==> src/rtl/contador_pkg.sv <==
// Shared types for the counter command driver.
// The reset value here must match the counter's own reset value.
package contador_pkg;

  typedef enum logic [1:0] {
    IDLE,
    PULSE,
    GAP,
    DONE
  } estado_t;

  typedef enum logic {
    UP,
    DOWN
  } dir_t;

  localparam int RESET_VALUE_DEF = 106;

endpackage

==> src/rtl/contador_dist.sv <==
// Ring distance from the shadow count to a target.
// Picks the step direction and the number of steps to take.
module contador_dist
  import contador_pkg::*;
#(
  parameter int WIDTH         = 8,
  parameter int SHORTEST_PATH = 1
) (
  input  logic [WIDTH-1:0] espelho,
  input  logic [WIDTH-1:0] alvo,
  output dir_t             dir,
  output logic [WIDTH-1:0] steps
);

  localparam logic [WIDTH-1:0] HALF =
    WIDTH'(1) << (WIDTH - 1);

  logic [WIDTH-1:0] diff;

  // A tie at exactly half the ring goes up
  always_comb begin
    diff  = alvo - espelho;
    dir   = UP;
    steps = diff;
    if (SHORTEST_PATH != 0 && diff > HALF) begin
      dir   = DOWN;
      steps = WIDTH'(0) - diff;
    end
  end

endmodule

==> src/rtl/contador_comando.sv <==
// Command-side driver: walks an up/down counter to a target
// with one-cycle strobes while tracking a shadow copy of it.
module contador_comando
  import contador_pkg::*;
#(
  parameter int WIDTH         = 8,
  parameter int RESET_VALUE   = RESET_VALUE_DEF,
  parameter int GAP_CYCLES    = 0,
  parameter int SHORTEST_PATH = 1
) (
  input  logic             clk,
  input  logic             rst_n,
  input  logic             alvo_valid,
  output logic             alvo_ready,
  input  logic [WIDTH-1:0] alvo,
  input  logic             cancelar,
  output logic             acrescer,
  output logic             decrecer,
  output logic             ocupado,
  output logic             concluido,
  output logic [WIDTH-1:0] espelho
);

  localparam int GW =
    (GAP_CYCLES > 1) ? $clog2(GAP_CYCLES) : 1;

  estado_t          estado_q, estado_d;
  dir_t             dir_q, dir_d;
  logic [WIDTH-1:0] steps_q, steps_d;
  logic [GW-1:0]    gap_q, gap_d;
  logic [WIDTH-1:0] espelho_q, espelho_d;

  dir_t             dist_dir;
  logic [WIDTH-1:0] dist_steps;

  contador_dist #(
    .WIDTH         (WIDTH),
    .SHORTEST_PATH (SHORTEST_PATH)
  ) u_dist (
    .espelho (espelho_q),
    .alvo    (alvo),
    .dir     (dist_dir),
    .steps   (dist_steps)
  );

  always_comb begin
    estado_d  = estado_q;
    dir_d     = dir_q;
    steps_d   = steps_q;
    gap_d     = gap_q;
    espelho_d = espelho_q;
    unique case (estado_q)
      IDLE: begin
        if (alvo_valid) begin
          dir_d    = dist_dir;
          steps_d  = dist_steps;
          estado_d = (dist_steps == '0) ? DONE : PULSE;
        end
      end
      PULSE: begin
        // The strobe always lands, even when cancelled
        espelho_d = (dir_q == UP) ? espelho_q + 1'b1
                                  : espelho_q - 1'b1;
        steps_d   = steps_q - 1'b1;
        if (steps_q == WIDTH'(1)) begin
          estado_d = DONE;
        end else if (cancelar) begin
          estado_d = IDLE;
        end else if (GAP_CYCLES > 0) begin
          estado_d = GAP;
          gap_d    = GW'(GAP_CYCLES - 1);
        end
      end
      GAP: begin
        if (cancelar) begin
          estado_d = IDLE;
        end else if (gap_q == '0) begin
          estado_d = PULSE;
        end else begin
          gap_d = gap_q - 1'b1;
        end
      end
      DONE: begin
        estado_d = IDLE;
      end
      default: begin
        estado_d = IDLE;
      end
    endcase
  end

  always_ff @(posedge clk or negedge rst_n) begin
    if (!rst_n) begin
      estado_q  <= IDLE;
      dir_q     <= UP;
      steps_q   <= '0;
      gap_q     <= '0;
      espelho_q <= WIDTH'(RESET_VALUE);
    end else begin
      estado_q  <= estado_d;
      dir_q     <= dir_d;
      steps_q   <= steps_d;
      gap_q     <= gap_d;
      espelho_q <= espelho_d;
    end
  end

  assign alvo_ready = (estado_q == IDLE);
  assign ocupado    = (estado_q != IDLE);
  assign concluido  = (estado_q == DONE);
  assign acrescer   = (estado_q == PULSE) && (dir_q == UP);
  assign decrecer   = (estado_q == PULSE) && (dir_q == DOWN);
  assign espelho    = espelho_q;

endmodule

==> config.mk <==
export PLATFORM = sky130hd
export DESIGN_NAME = contador_comando
export DESIGN_NICKNAME = d
export VERILOG_FILES = /design/src/rtl/contador_pkg.sv /design/src/rtl/contador_dist.sv /design/src/rtl/contador_comando.sv
export SDC_FILE = /design/constraint.sdc
export NUM_CORES = 1
export LEC_CHECK = 0
export CAP_MARGIN = 15
export CORE_ASPECT_RATIO = 0.8
export CORE_MARGIN = 1
export CORE_UTILIZATION = 50
export CTS_CLUSTER_DIAMETER = 120
export DETAILED_ROUTE_END_ITERATION = 16
export PLACE_DENSITY_LB_ADDON = 0.25
export SETUP_SLACK_MARGIN = 0.1
export SYNTH_ARGS = -nofsm -noshare
export SYNTH_HDL_FRONTEND = slang
export SYNTH_SLANG_ARGS = --single-unit
==> constraint.sdc <==
create_clock -name clk -period 3.5 [get_ports clk]
set_input_delay 0.7 -clock clk [delete_from_list [all_inputs] [get_ports clk]]
set_output_delay 0.7 -clock clk [all_outputs]
set_load 0.005 [all_outputs]
After elaboration in Yosys (flattened, before gate mapping)
Cells that the tools add are included.

storage, ports and cells
  word-level logic and storage cells = 44
  bits in writable memories = 0
  register bits after elaboration = 20
  memory bits (read-only) = 0
  bits in latches = 0
  memories kept = 0

operators by class
  equal/unequal tests = 7
  multipliers = 0
  add/sub/neg operators = 6
  shift-type cells = 0
  reduce and logical (&&, ||, !) cells = 10
  divide/modulo/power cells = 0
  magnitude comparators = 1
  bitwise gates (word level) = 2
  mux-type cells = 13

operators by type and width
  kind                                                 count
  two-way mux 8 bit                                    3
  one-hot mux 8 bit (2 select lines)                   1
  subtractor 8 x 1 -> 8 bit, second input constant     2
  two-way mux 2 bit                                    6
  adder 8 x 1 -> 8 bit, second input constant          1
  equality test 8 x 1 -> 1 bit, second input constant  1
  > comparator 8 bit, second input constant            1
  zero test 8 bit                                      1
  one-hot mux 2 bit (4 select lines)                   1
  subtractor 1 x 8 -> 8 bit, first input constant      1
  subtractor 8 bit                                     1
  inequality test 3 bit, second input constant         2
  AND reduction 2 bit                                  3
  equality test 2 bit, second input constant           2
  nonzero test 2 bit                                   2
  AND reduction 3 bit                                  1
  equality test 2 x 1 -> 1 bit, second input constant  1
  logical AND 1 bit                                    2
  zero test 2 bit                                      1
  two-way mux 1 bit                                    2
  inequality test 2 bit, second input constant         1
  inverter 1 bit                                       2
  subtractor 1 bit, second input constant              1

Longest topological paths before layout
  depth after elaboration = 7
  depth in mapped cells = 11
  gate-level depth less buffers = 10

Modules after synthesis
From an unflattened synthesis, not the netlist that was laid out.

second synthesis, totals
  cells, all modules = 195
  area, all modules = 1741.7 um^2

by module, submodules not included
  module            times used  area each (um^2)  cells an instance
  contador_comando  1           1197.4            131
  contador_dist     1           544.3             64

Worst setup path before layout
No wires, ideal clock.

  path kind = input -> register
  start = in alvo[0]
  end = reg steps_q[1]
  path buffers = 0
  stages = 10
  required time = 3406 ps
  path slack = 457 ps
  arrival = 2950 ps
  cells stage by stage = inv_1 > ha_1 > fa_1 > nand2b_1 > a21o_2 > a211o_2 > or4b_4 > a21oi_1 > a31oi_1 > a221oi_2

on the way
  cells in the longest elaborated chain, start to end = 5
  elaborated cells between the ends (all ways) = 6
  those cells by class = 2 x add/sub; 1 x order compare; 3 x mux

ends and longest elaborated chain
  item                                                             line                                      source
  start: declaration                                               contador_comando.sv:15                    input logic [WIDTH-1:0] alvo,
  subtractor 8 bit *                                               contador_dist.sv:22                       diff = alvo - espelho;
  subtractor 1 x 8 -> 8 bit or > comparator 8 bit (tied branches)  contador_dist.sv:27, contador_dist.sv:25
  two-way mux 8 bit *                                              contador_dist.sv:25                       if (SHORTEST_PATH != 0 && diff > HALF) begin
  two-way mux 8 bit *                                              contador_comando.sv:54                    if (alvo_valid) begin
  one-hot mux 8 bit (2 select lines) *                             contador_comando.sv:52                    unique case (estado_q)
  end signal: assignment                                           contador_comando.sv:102                   steps_q <= steps_d;
  end: declaration                                                 contador_comando.sv:29                    logic [WIDTH-1:0] steps_q, steps_d;

Every way passes the cells marked *; elsewhere a longest branch is shown, timed or not. The select of a mux whose other input is x is not followed.
A chain may end at the register's enable or synchronous reset.

Worst setup path in the final report
Ends and elaborated chain as after synthesis.

==> reports/qor.csv <==
stage,metric,value,unit
synthesis,Synthesis Warnings,0,
detailed_routing,# DRC,0,
cells_and_area,nets,292,
clock_network,CTS root buffer,clkbuf_8,
worst_setup_path,CP startpoint kind,input port,
clock_network,htree depth,1,
global_routing,initial antenna violation count,0,
placed_design,pre-CTS WS,-0.141,ns
global_routing,vias in the first global route,1666,
cells_and_area,synthesis-to-finish area growth,21.5,%
worst_setup_path,CP Class,in -> reg,
synthesis,Compound-Gate Fraction of Synth Area,26.7,%
run_status,status,completed,
synthesis,post-synthesis cell type count,54,
floorplan,Initial Utilization,53.0,%
synthesis,"top cells by count, synth","nand2_1, nor2_1, ha_1, inv_1, o21ai_0",
detailed_routing,DRT Pass-1 Iters,6,
synthesis,share of synthesized area spent on multiplexers,1.08,%
synthesis,Post-synth EDFFs,0,
floorplan,chip width,70.1,µm
cells_and_area,multi-input combinational cell area,1280,µm²
clock_network,Post-CTS Hold Buffers,0,
sta,endpoints failing setup,0,
clock_network,CTS buffer count,3,
synthesis,Yosys top cell by area,dfrtp_1,
worst_setup_path,CP max FO,4,
floorplan,Die Footprint,3950,µm²
cells_and_area,Fill cells,317,
pwr,Pleak,1.01,nW
cells_and_area,register area,480,µm²
cells_and_area,# diodes,0,
clock_network,"Clk pin slew, worst setup/hold paths",0.08,ns
cells_and_area,post-route cell area,2250,µm²
detailed_routing,antenna-violating nets left,0,
synthesis,Synth area leaders,"dfrtp_1, ha_1, dfstp_2",
placed_design,post-detail-place hpwl,3490,µm
synthesis,synthesized flop and latch total,19,
detailed_routing,Detailed Route Iter0 Violations,104,
worst_setup_path,CP arrival,3.52,ns
clock_network,post-CTS setup buffers,0,
floorplan,io pins,25,
clock_network,CTS tree,done,
placed_design,DP Area,2190,µm²
placed_design,Port Buf Inserts,24,
sta,final hold violations,0,
synthesis,Adder-Cell Fraction of Synth Area,13.6,%
synthesis,largest family of logic cells by synthesized area,compound AO/OA/AOI/OAI gates,
sta,Tcrit/Tclk final,95.6,%
detailed_routing,post-DR wirelength/cell,14.7,µm
pwr,P per Cell Area,1160,nW/µm²
detailed_routing,vias post-DR,1786,
synthesis,top-count cell post-synth,nand2_1,
sta,Least-Margin Pin Slew,0.893,ns
global_routing,grt ovf,0,
sta,minimum clock period,3.35,ns
global_routing,first-pass GRT wire length,7400,µm
global_routing,total track usage,23.5,%
worst_setup_path,Critical Path RT,3.67,ns
synthesis,Async SR Flop Fraction,100,%
sta,Final Slew Violations,0,
sta,setup ws final,0.152,ns
run,Max-cap violations,0,
pwr,maximum VDD drop,0.692,mV
synthesis,register area share after synthesis,25.9,%
clock_network,Clock Tree Buf Depth,2,
global_routing,largest net degree at the start of global routing,20,
synthesis,Synth Cell Area,1850,µm²
synthesis,Mapped Nets,258,
synthesis,post-synth top area share,20.3,%
synthesis,cell count after synthesis,227,
floorplan,Core Region,3490,µm²
sta,Worst Skew,0.00634,ns
worst_hold_path,Hold Path Class,reg -> reg,
floorplan,row cnt,19,
synthesis,simple-gate share of the synthesized area,20.7,%
detailed_routing,drt via density,5.91,
worst_setup_path,CP Capture Type,flip-flop,
detailed_routing,final WL,4450,µm
synthesis,synthesized area per cell,8.16,µm²
floorplan,die span in y,56.5,µm
clock_network,Sink Count,19,
placed_design,RD Place Congestion,0.851,
sta,relative slew slack,40.3,%
cells_and_area,utilization after layout,64.4,%
synthesis,predominant post-synthesis flop cell,dfrtp_1,
cells_and_area,layout cells sized above 1,11.9,%
synthesis,Post-Synth XOR/XNOR Area,6.14,%
sta,RSZ-0062 raised after global routing,yes,
sta,Max Freq,299,MHz
clock_network,clock latency at the later pin of the worst-skew pair,0.26,ns
## worst paths after layout
path / startpoint / endpoint / slack [ns] / cells after the start
max in group asynchronous: rst_n / espelho[7]$_DFFE_PN0P_ / 2.01 / 1
max: alvo[0] / steps_q[1]$_DFFE_PN0P_ / 0.15 / 11
max reg2reg: espelho[3]$_DFFE_PN1P_ / steps_q[1]$_DFFE_PN0P_ / 0.65 / 9
min in group asynchronous: rst_n / steps_q[7]$_DFFE_PN0P_ / 0.94 / 1
min: espelho[5]$_DFFE_PN1P_ / espelho[5]$_DFFE_PN1P_ / 0.50 / 2
min reg2reg: espelho[5]$_DFFE_PN1P_ / espelho[5]$_DFFE_PN1P_ / 0.50 / 2
## routing by layer
layer  global-route usage [%]  wire length [µm]
met1                     30.8              2190
met4                     7.14                69
met5                        0                 0
met2                     39.7              2060
met3                     3.77               137
## flip-flops by register name, summed over array words and instances, names as in the netlist
name	cells
espelho	8
steps_q	8
estado_q	2
dir_q	1
## layout make-up
class                   instances  share of cell area, %
clock buffers                   3                   1.83
clock inverters                 1                  0.222
inverters                      17                   2.83
multi-input cells             184                   56.8
flip-flops and latches         19                   21.3
well taps                      42                   2.33
repair buffers                 36                   14.7
## cell usage in the layout, fill, tap and decap left out, types with 6 or more instances in the layout
| cell type | instances |
|---|---|
| nand3_1 | 6 |
| xnor2_1 | 9 |
| nand2b_1 | 6 |
| inv_1 | 17 |
| o21ai_0 | 16 |
| nor2_1 | 20 |
| clkdlybuf4s50_1 | 24 |
| a21oi_1 | 13 |
| ha_1 | 17 |
| nand2_1 | 22 |
| buf_4 | 12 |
| dfrtp_1 | 15 |
| nor3_1 | 7 |
## worst max-delay path, cell delays in order
cell             delay (ns)
clkdlybuf4s50_1        0.46
inv_1                  0.05
ha_1                   0.21
fa_1                   0.38
nand2b_1               0.17
a21o_2                 0.20
a211o_2                0.31
or4b_4                 0.56
a21oi_1                0.16
a31oi_1                0.07
a221oi_2               0.24
## kinds of logic (layout without fill, tap and decap cells)
family	count (synthesis)	after routing
adder cells (fa/ha/maj)	19	19
AO/OA/AOI/OAI	73	73
flip-flops	19	19
buffers and inverters	24	57
AND/OR/NAND/NOR	77	77
multiplexers	2	2
XOR/XNOR	13	13
## power by group
group | total, mW | internal [mW] | leakage [nW] | switching, mW
sequential | 0.485 | 0.348 | 0.222 | 0.137
combinational | 1.97 | 0.928 | 0.758 | 1.04
clock | 0.161 | 0.0794 | 0.0255 | 0.0813
total | 2.61 | 1.36 | 1.01 | 1.26
## repair_timing
| action | CTS | global route |
|---|---|---|
| resized for setup | 0 | 3 |
| hold endpoints to repair | 0 | 0 |
| endpoints found under the setup margin | 0 | 2 |
## stage by stage
stage	cells	power [mW]	TNS, ns	hold slack [ns]
floorplan	227	1.83	0	0.404
global placement	298	2.37	-0.0489	0.493
detailed placement	298	2.42	-0.200	0.493
finish	302	2.61	0	0.500
CTS	302	2.59	0	0.505
global route	302	2.85	0	0.525
No activity file was read; power rests on OpenSTA's default activity.
